## config.mk

```make
export PLATFORM = sky130hd
export DESIGN_NAME = api_spi_engine
export DESIGN_NICKNAME = d
export VERILOG_FILES = /design/src/rtl/api_pkg.sv /design/src/rtl/api_sck_gen.sv /design/src/rtl/api_spi_engine.sv
export SDC_FILE = /design/constraint.sdc
export NUM_CORES = 1
export LEC_CHECK = 0
export ABC_AREA = 0
export BUFFER_PORTS_ARGS = -buffer_cell sky130_fd_sc_hd__buf_4
export CAP_MARGIN = 20
export CELL_PAD_IN_SITES_DETAIL_PLACEMENT = 2
export CELL_PAD_IN_SITES_GLOBAL_PLACEMENT = 2
export CORE_MARGIN = 2
export CORE_UTILIZATION = 44
export DETAILED_ROUTE_END_ITERATION = 16
export PLACE_DENSITY = 0.86
export SYNTH_ARGS = -nofsm -noshare
export SYNTH_HDL_FRONTEND = slang
export SYNTH_SLANG_ARGS = --single-unit
```

## constraint.sdc

```tcl
create_clock -name CLK_I -period 7.6 [get_ports CLK_I]
set_input_delay 1.52 -clock CLK_I [delete_from_list [all_inputs] [get_ports CLK_I]]
set_output_delay 1.52 -clock CLK_I [all_outputs]
set_load 0.005 [all_outputs]
```

## src/rtl/api_pkg.sv

```systemverilog
// Shared constants for the API shift engine: FSM encodings, channel tag width, popcount helper.
package api_pkg;

    localparam logic [2:0] ST_IDLE  = 3'd0;
    localparam logic [2:0] ST_SHIFT = 3'd1;
    localparam logic [2:0] ST_STORE = 3'd2;
    localparam logic [2:0] ST_GAP   = 3'd3;

    localparam int unsigned CH_IDX_W = 5;

    function automatic int unsigned popcount(input logic [31:0] v);
        int unsigned n;
        n = 0;
        for (int i = 0; i < 32; i++) begin
            n = n + 32'(v[i]);
        end
        return n;
    endfunction

endpackage

```

## src/rtl/api_sck_gen.sv

```systemverilog
// Serial clock divider: sck half-period = div+1 clocks, idles low whenever en is low.
module api_sck_gen (
    input  logic       CLK_I,
    input  logic       RST_I,
    input  logic       en,
    input  logic [7:0] div,
    output logic       sck,
    output logic       sck_rise,
    output logic       sck_fall
);

    logic [7:0] cnt_q;
    logic       sck_q;
    logic       tick;

    assign tick     = en && (cnt_q == div);
    // Strobes flag the edge at which the registered sck is about to toggle.
    assign sck_rise = tick && !sck_q;
    assign sck_fall = tick && sck_q;
    assign sck      = sck_q;

    always_ff @(posedge CLK_I or negedge RST_I) begin
        if (!RST_I) begin
            cnt_q <= 8'd0;
            sck_q <= 1'b0;
        end else if (!en) begin
            cnt_q <= 8'd0;
            sck_q <= 1'b0;
        end else if (tick) begin
            cnt_q <= 8'd0;
            sck_q <= ~sck_q;
        end else begin
            cnt_q <= cnt_q + 8'd1;
        end
    end

endmodule

```

## src/rtl/api_spi_engine.sv

```systemverilog
// API shift engine: TX FIFO words out on mosi, per-channel miso capture drained to RX FIFO.
// Optional sticky round-done interrupt when API_IRQ_EN is defined.
module api_spi_engine
    import api_pkg::*;
#(
    parameter int unsigned CH_NUM = 8,
    parameter int unsigned DW     = 32,
    parameter int unsigned CNT_W  = 10
) (
    input  logic              CLK_I,
    input  logic              RST_I,
    input  logic              start,
    input  logic [7:0]        cfg_sck_div,
    input  logic [7:0]        cfg_word_num,
    input  logic [CH_NUM-1:0] cfg_ch_mask,
    input  logic [27:0]       cfg_gap,
    input  logic [CNT_W-1:0]  tx_count,
    output logic              tx_rd_en,
    input  logic [DW-1:0]     tx_dout,
    input  logic [CNT_W-1:0]  rx_free,
    output logic              rx_wr_en,
    output logic [DW+4:0]     rx_din,
    output logic [CH_NUM-1:0] load,
    output logic              sck,
    output logic              mosi,
    input  logic [CH_NUM-1:0] miso,
`ifdef API_IRQ_EN
    output logic              irq,
`endif
    output logic [2:0]        state
);

    logic [2:0]          state_q, state_d;
    logic [7:0]          div_q, word_rem_q;
    logic [CH_NUM-1:0]   mask_q, pend_q, pend_nxt;
    logic [27:0]         gap_q, gap_cnt_q;
    logic [5:0]          bit_cnt_q;
    logic [DW-1:0]       tx_sr_q;
    logic [DW-1:0]       rx_sr_q [CH_NUM];
    logic                tx_rd_en_q, rx_wr_en_q;
    logic [DW+4:0]       rx_din_q;
    logic                sck_rise, sck_fall;
    logic                admit, found, store_done, word_end;
    logic [CH_IDX_W-1:0] pick_idx;
    logic [DW-1:0]       pick_data;

    api_sck_gen u_sck_gen (
        .CLK_I    (CLK_I),
        .RST_I    (RST_I),
        .en       (state_q == ST_SHIFT),
        .div      (div_q),
        .sck      (sck),
        .sck_rise (sck_rise),
        .sck_fall (sck_fall)
    );

    // RX admission covers the whole round so the RX FIFO can never overflow.
    assign admit = start && (cfg_word_num != 8'd0) &&
                   (32'(tx_count) >= 32'(cfg_word_num)) &&
                   (32'(rx_free) >= popcount(32'(cfg_ch_mask)) * 32'(cfg_word_num));

    assign word_end = sck_fall && (bit_cnt_q == 6'(DW - 1));

    // Lowest pending channel is drained this cycle; disabled channels never enter pend.
    always_comb begin
        found     = 1'b0;
        pick_idx  = '0;
        pick_data = '0;
        pend_nxt  = pend_q;
        for (int c = 0; c < CH_NUM; c++) begin
            if (pend_q[c] && !found) begin
                found       = 1'b1;
                pick_idx    = CH_IDX_W'(c);
                pick_data   = rx_sr_q[c];
                pend_nxt[c] = 1'b0;
            end
        end
        store_done = (pend_nxt == '0);
    end

    always_comb begin
        state_d = state_q;
        case (state_q)
            ST_IDLE:  if (admit) state_d = ST_SHIFT;
            ST_SHIFT: if (word_end) state_d = ST_STORE;
            ST_STORE: if (store_done) state_d = (word_rem_q != 8'd0) ? ST_SHIFT : ST_GAP;
            ST_GAP:   if (gap_cnt_q <= 28'd1) state_d = ST_IDLE;
            default:  state_d = ST_IDLE;
        endcase
    end

    always_ff @(posedge CLK_I or negedge RST_I) begin
        if (!RST_I) begin
            state_q    <= ST_IDLE;
            div_q      <= 8'd0;
            word_rem_q <= 8'd0;
            mask_q     <= '0;
            pend_q     <= '0;
            gap_q      <= 28'd0;
            gap_cnt_q  <= 28'd0;
            bit_cnt_q  <= 6'd0;
            tx_sr_q    <= '0;
            tx_rd_en_q <= 1'b0;
            rx_wr_en_q <= 1'b0;
            rx_din_q   <= '0;
            for (int c = 0; c < CH_NUM; c++) rx_sr_q[c] <= '0;
        end else begin
            state_q    <= state_d;
            tx_rd_en_q <= 1'b0;
            rx_wr_en_q <= 1'b0;
            case (state_q)
                ST_IDLE: begin
                    if (admit) begin
                        div_q      <= cfg_sck_div;
                        word_rem_q <= cfg_word_num - 8'd1;
                        mask_q     <= cfg_ch_mask;
                        gap_q      <= cfg_gap;
                        // FWFT head captured now, popped on the following cycle.
                        tx_sr_q    <= tx_dout;
                        tx_rd_en_q <= 1'b1;
                        bit_cnt_q  <= 6'd0;
                    end
                end
                ST_SHIFT: begin
                    if (sck_rise) begin
                        for (int c = 0; c < CH_NUM; c++) begin
                            rx_sr_q[c] <= {rx_sr_q[c][DW-2:0], miso[c]};
                        end
                    end
                    if (sck_fall) begin
                        tx_sr_q   <= tx_sr_q << 1;
                        bit_cnt_q <= bit_cnt_q + 6'd1;
                    end
                    if (word_end) pend_q <= mask_q;
                end
                ST_STORE: begin
                    if (found) begin
                        rx_wr_en_q <= 1'b1;
                        rx_din_q   <= {pick_idx, pick_data};
                    end
                    pend_q <= pend_nxt;
                    if (store_done) begin
                        if (word_rem_q != 8'd0) begin
                            word_rem_q <= word_rem_q - 8'd1;
                            tx_sr_q    <= tx_dout;
                            tx_rd_en_q <= 1'b1;
                            bit_cnt_q  <= 6'd0;
                        end else begin
                            gap_cnt_q  <= gap_q;
                        end
                    end
                end
                ST_GAP: gap_cnt_q <= gap_cnt_q - 28'd1;
                default: ;
            endcase
        end
    end

`ifdef API_IRQ_EN
    logic irq_q, start_q;

    always_ff @(posedge CLK_I or negedge RST_I) begin
        if (!RST_I) begin
            irq_q   <= 1'b0;
            start_q <= 1'b0;
        end else begin
            start_q <= start;
            if (state_q == ST_STORE && state_d == ST_GAP) irq_q <= 1'b1;
            else if (start && !start_q)                   irq_q <= 1'b0;
        end
    end

    assign irq = irq_q;
`endif

    assign state    = state_q;
    assign tx_rd_en = tx_rd_en_q;
    assign rx_wr_en = rx_wr_en_q;
    assign rx_din   = rx_din_q;
    assign load     = (state_q == ST_SHIFT || state_q == ST_STORE) ? mask_q : '0;
    assign mosi     = (state_q == ST_SHIFT) & tx_sr_q[DW-1];

endmodule
```

# After elaboration in Yosys (flattened, before gate mapping)
# Cells that the tools add are included.
[word_totals] regBits=433 latchBits=0 ramBits=0 rom_bits=0 output_inout_bits=52 wordCells=158 memories=0
[classes] n_addsub=12 multipliers=1 div_mod_pow=0 magnitude_cmp=3 n_eq_ne=13 shift=0 muxes=66 bitwise_logic=2 n_reduce_logical=39
[op_table] cell="$mux 32" n=12
[op_table] cell="$pmux 32 s3" n=1
[op_table] cell="$mux 28" n=2
[op_table] cell="$mux 8" n=7
[op_table] cell="$pmux 28 s2" n=1
[op_table] cell="$pmux 8 s2" n=2
[op_table] cell="$mux 5" n=6
[op_table] cell="$le 28x1->1 const B" n=1
[op_table] cell="$sub 28x1->28 const B" n=1
[op_table] cell="$mux 6" n=4
[op_table] cell="$mux 1" n=23
[op_table] cell="$pmux 6 s3" n=1
[op_table] cell="$ge 10x16->1" n=1
[op_table] cell="$mul 8x8->16" n=1
[op_table] cell="$ne 2x2->1 const B" n=8
[op_table] cell="$reduce_bool 8->1" n=2
[op_table] cell="$sub 8x1->8 const B" n=2
[op_table] cell="$logic_and 1x1->1" n=14
[op_table] cell="$mux 3" n=4
[op_table] cell="$pmux 3 s4" n=1
[op_table] cell="$ge 10x8->1" n=1
[op_table] cell="$add 7x1->8" n=1
[op_table] cell="$add 8x1->8 const B" n=1
[op_table] cell="$eq 8x8->1" n=1
[op_table] cell="24 further kinds" n=38

# Logic depth before layout (Yosys ltp)
[depth] ltp_word=25 ltp_mapped=32 mapped_depth_nobuf=30

# By module
# From an unflattened synthesis, not the netlist that was laid out.
[hier_totals] cells_unflattened=1926 hier_area_um2=21282.9
[by_module_without_submodules] module="api_spi_engine" instances=1 cells_each=1877 area_per_inst_um2=20789.9
[by_module_without_submodules] module="api_sck_gen" instances=1 cells_each=49 area_per_inst_um2=493.0

# Worst setup path before layout
# No wires, ideal clock.
[synth_timing] kind="input to register" start="input port cfg_ch_mask[0]" end="register gap_q[10]" setup_ns=0.125 t_arrival_ns=8.666 required_time_ns=7.475 path_slack_ns=-1.191 stages=28 cell_sequence="inv_1 -> fa_1 -> fa_1 -> fa_1 -> inv_1 -> ha_1 -> fa_1 -> xor2_1 -> nand2_1 -> fa_1 -> fa_1 -> inv_1 -> fa_1 -> ha_1 -> ha_1 -> o21ai_0 -> a21oi_1 -> o21ai_0 -> nand2b_1 -> xnor2_1 -> ha_1 -> a2111o_1 -> a41oi_1 -> nor4_1 -> nand3_1 -> clkbuf_1 -> buf_1 -> mux2_2"
[synth_via] elab_chain_cells=11
[synth_rtl] element="from (decl)" line_no="api_spi_engine.sv:15" text="input logic [CH_NUM-1:0] cfg_ch_mask,"
[synth_rtl] element="$add 1x1->2" line_no="api_pkg.sv:15" text="n = n + 32'(v[i]);"
[synth_rtl] element="$add 2x1->3" line_no="api_pkg.sv:15"
[synth_rtl] element="$add 3x1->4" line_no="api_pkg.sv:15"
[synth_rtl] element="$add 4x1->5" line_no="api_pkg.sv:15"
[synth_rtl] element="$add 5x1->6" line_no="api_pkg.sv:15"
[synth_rtl] element="$add 6x1->7" line_no="api_pkg.sv:15"
[synth_rtl] element="$add 7x1->8" line_no="api_pkg.sv:15"
[synth_rtl] element="$mul 8x8->16" line_no="api_spi_engine.sv:60" text="(32'(rx_free) >= popcount(32'(cfg_ch_mask)) * 32'(cfg_word_num));"
[synth_rtl] element="$ge 10x16->1" line_no="api_spi_engine.sv:60"
[synth_rtl] element="$logic_and 1x1->1" line_no="api_spi_engine.sv:59" text="(32'(tx_count) >= 32'(cfg_word_num)) &&"
[synth_rtl] element="$reduce_and 2->1 (no line)"
[synth_rtl] element="to (signal assigned)" line_no="api_spi_engine.sv:117" text="gap_q <= cfg_gap;"
[synth_rtl] element="to (decl)" line_no="api_spi_engine.sv:36" text="logic [27:0] gap_q, gap_cnt_q;"
# No other way between the ends.
# A chain may end at the register's enable or synchronous reset.

# Final worst setup path
[layout_timing] start="input port cfg_ch_mask[0]" end="register bit_cnt_q[5]"
[layout_via] elab_chain_cells=12
[layout_rtl] element="$add 1x1->2" line_no="api_pkg.sv:15"
[layout_rtl] element="$add 2x1->3" line_no="api_pkg.sv:15"
[layout_rtl] element="$add 3x1->4" line_no="api_pkg.sv:15"
[layout_rtl] element="$add 4x1->5" line_no="api_pkg.sv:15"
[layout_rtl] element="$add 5x1->6" line_no="api_pkg.sv:15"
[layout_rtl] element="$add 6x1->7" line_no="api_pkg.sv:15"
[layout_rtl] element="$add 7x1->8" line_no="api_pkg.sv:15"
[layout_rtl] element="$mul 8x8->16" line_no="api_spi_engine.sv:60"
[layout_rtl] element="$ge 10x16->1" line_no="api_spi_engine.sv:60"
[layout_rtl] element="$logic_and 1x1->1" line_no="api_spi_engine.sv:59"
[layout_rtl] element="$ne 2x2->1 (no line)"
[layout_rtl] element="$reduce_and 5->1 (no line)"
[layout_rtl] element="to (signal assigned)" line_no="api_spi_engine.sv:132" text="bit_cnt_q <= bit_cnt_q + 6'd1;"
[layout_rtl] element="to (decl)" line_no="api_spi_engine.sv:37" text="logic [5:0] bit_cnt_q;"
# No other way between the ends.

==> metrics.cfg <==
[power]
p_per_area_nw_per_um2=393
finalPower_w=0.0103
p_comb_share_pct=43.0
p_sw_share_pct=41.7
ir_drop_v=0.000197
clkPwrFrac_pct=25.4
switchingPower_w=0.00431
power_leakage_nw=12.4
internal_power_w=0.00603
p_seq_share_pct=31.6

[global_route]
grt_max_degree=174
gr-total-overflow=0
antenna_found_initial=6
grt_pass1_wl_um=136000
grt_pass1_vias=20083
grt_usage_pct=36.5

[worst_setup_path]
crit_path_top_delay_cell=fa_2
crit_path_max_fanout=7
setup.worst_path.end_class=flop
crit_path_start_kind=input pin
crit_required_ps=8150
reg2reg_slack_ps=2710
arrival_ps=9720
critical_path_class=in2reg
critical_path.most_common_cell=fa_1
crit_path_max_incr_delay_ps=660

[synthesis]
syn_area_um2=21100
yosys_warnings=0
synth_edf_count=0
ys_ff_latch=430
yosysUniqueCellTypes=63
ys_seq_area_share_pct=51.1
synth_cells=1874
async_flop_share_pct=100
avgSynthCellArea_um2=11.2
synthFlopType=dfrtp_1

[outcome]
failed_checks=negative setup slack
run_status=finished, violations left

[timing]
finClkSkew_ps=37.5
fin_crit_ps=9170
hold_viol_final=0
setup_ws_ps=-1570
tightest_slew_ps=1410
max_slew_margin_pct=5.23
drv_slew=0
fmax_ghz=0.109
setup_viol=93
rsz0062_at_grt=true
hold_slack_ps=506
timing.final.crit_share_pct=121

[detailed_routing]
wirelength_um=108000
ant_nets=0
drc=0
vias=18738
first_pass_iters=7
drtIter0Drc=2015
wl_per_cell_um=39.4
vias_per_cell=6.86

[placed_design]
place_ws_ps=-1480
place_hpwl_um=44000
globalplace.congestion=0.819
dp.cells=2595
numPortBuffers=163

[floorplanning]
coreArea_um2=47500
dieArea_um2=49700
pin_count=167
rows=80
die_w_um=223
start_util_pct=44.3
dieHeight_um=223

[finish]
stdcell_count=2731
layout-drive-gt1-share_pct=36.6
fin_util_pct=55.3
fin_nets=2270
fill_cells=4427
area_delta_synth_final_pct=24.7

[clocking]
cts_tree=done
htreeDepth=2
cts.sinks=430
clkLatencyLatePin_ps=640
clockRootBuffer=clkbuf_16
clock_path_buffers=3
holdBufCountCts=0
path_clk_slew_ps=80
cts_buffers=48

[worst_hold_path]
hold_class=reg2reg

[job]
maxCapViolations=0

## worst max-delay path: cells and delay by family
| family | cells | cell delay [ps] |
|---|---|---|
| buffers and inverters | 5 | 540 |
| AND/OR/NAND/NOR | 5 | 1340 |
| XOR/XNOR | 1 | 150 |
| adder cells (fa/ha/maj) | 11 | 4910 |
| AO/OA/AOI/OAI | 7 | 1240 |
## per-stage QoR
step                setup TNS (ps)  cell area [um^2]
floorplan                   -31620             21300
global placement            -90210             23300
detailed placement         -125680             23300
CTS                         -66600             25500
global route               -137070             26300
finish                     -126990             26300
## synthesized netlist by cell type, types with 6 or more instances
cell	count	area share [%]
a211oi_1	7	0.25
a21oi_1	141	3.3
a221oi_1	11	0.46
a222oi_1	27	1.3
a22oi_1	36	1.3
and2_1	39	1.2
and3_1	6	0.18
buf_2	9	0.21
clkbuf_1	100	1.8
dfrtp_1	430	51
fa_1	16	1.5
ha_1	66	3.9
inv_1	65	1.2
mux2_2	294	16
mux2i_1	44	2.1
nand2_1	97	1.7
nand2b_1	14	0.42
nand3_1	20	0.48
nand4_1	30	0.89
nor2_1	148	2.6
nor2b_1	9	0.27
nor3_1	27	0.64
nor4_1	10	0.30
o21ai_0	97	2.3
o22ai_1	6	0.18
or3_1	8	0.24
xnor2_1	12	0.50
xor2_1	16	0.66
## area by class of cell
cell class              instances  area [um^2]  share of cell area [%]
well taps                     615          769                    2.93
clock buffers                  75         1470                    5.61
multi-input cells            1264        10400                    39.7
flip-flops and latches        430        10800                    40.9
inverters                      65          258                   0.981
diodes                          4         10.0                  0.0381
repair buffers                264         2420                    9.22
clock inverters                14          159                   0.605
## what timing repair did
action                                  CTS  global route
endpoints found under the setup margin   93            93
cloned                                    7             8
gates resized for setup                  46           152
pin swaps                                11             8
buffers inserted                         22            10
## power groups by stage
| stage | clock (W) | combinational [W] | sequential [W] |
|---|---|---|---|
| after floorplan | 0 | 0.00184 | 0.00295 |
| after global placement | 0 | 0.00252 | 0.00307 |
| after detailed placement | 0 | 0.00276 | 0.00311 |
| after CTS | 0.00251 | 0.00333 | 0.00310 |
| after global routing | 0.00268 | 0.00458 | 0.00327 |
| final | 0.00263 | 0.00445 | 0.00326 |
## registers in the layout, summed over array words and instances, names as in the netlist, 28 cells and up
name       count
gap_cnt_q     28
gap_q         28
rx_din        35
rx_sr_q      256
tx_sr_q       32
## layer usage
metal  track usage [%]  up-vias  share of wire [%]
li1                  -     7130                  -
met1              41.2     9735                 35
met2              65.5     1234                 49
met3              5.46      635                6.7
met4              21.5        4                9.3
met5                 0        -              0.032
## cell usage in the layout (no fill, tap or decap), types with 7 or more instances in the layout
cell type / count
and2_1: 38
buf_12: 9
nand3_1: 17
nand2_1: 89
o21ai_0: 82
or3_1: 7
o21ai_2: 9
nand2b_1: 13
nor2b_1: 7
mux2_2: 285
a21oi_2: 33
mux2_4: 9
clkbuf_1: 11
xnor2_1: 11
clkinv_2: 7
fa_1: 13
nor2_1: 120
a22oi_1: 36
nor4_1: 9
a222oi_1: 27
mux2i_1: 41
dfrtp_1: 429
ha_1: 58
xor2_1: 15
nor2_4: 24
a221oi_1: 10
clkbuf_16: 56
buf_6: 16
nor3_1: 22
buf_4: 221
clkbuf_8: 15
a21oi_1: 106
inv_1: 59
nand4_1: 30
## path summary, 6_finish.rpt
kind / to / depth (start not counted) / from
worst max-delay path: bit_cnt_q[5]$_DFFE_PN0P_ / 29 / cfg_ch_mask[0]
worst min-delay path: rx_din[34]$_DFFE_PN0P_ / 1 / rx_din[34]$_DFFE_PN0P_
worst max register to register: word_rem_q[6]$_DFFE_PN0P_ / 11 / state[0]$_DFFE_PN0P_
worst min register to register: rx_din[34]$_DFFE_PN0P_ / 1 / rx_din[34]$_DFFE_PN0P_
max in group asynchronous: rx_sr_q[159]$_DFFE_PN0P_ / 2 / RST_I
min in group asynchronous: tx_sr_q[25]$_DFFE_PN0P_ / 1 / RST_I
## cell families after synthesis
logic type	synth area share (%)
and+or+nand+nor	9.79
DFF	51.1
AOI/OAI and AO/OA	11.3
muxes	17.8
buffers and inverters	3.38
adders and majority gates	5.49
xor gates and xnor gates	1.16
other	0.0178
Note: power is estimated with default switching activity, not from simulation.
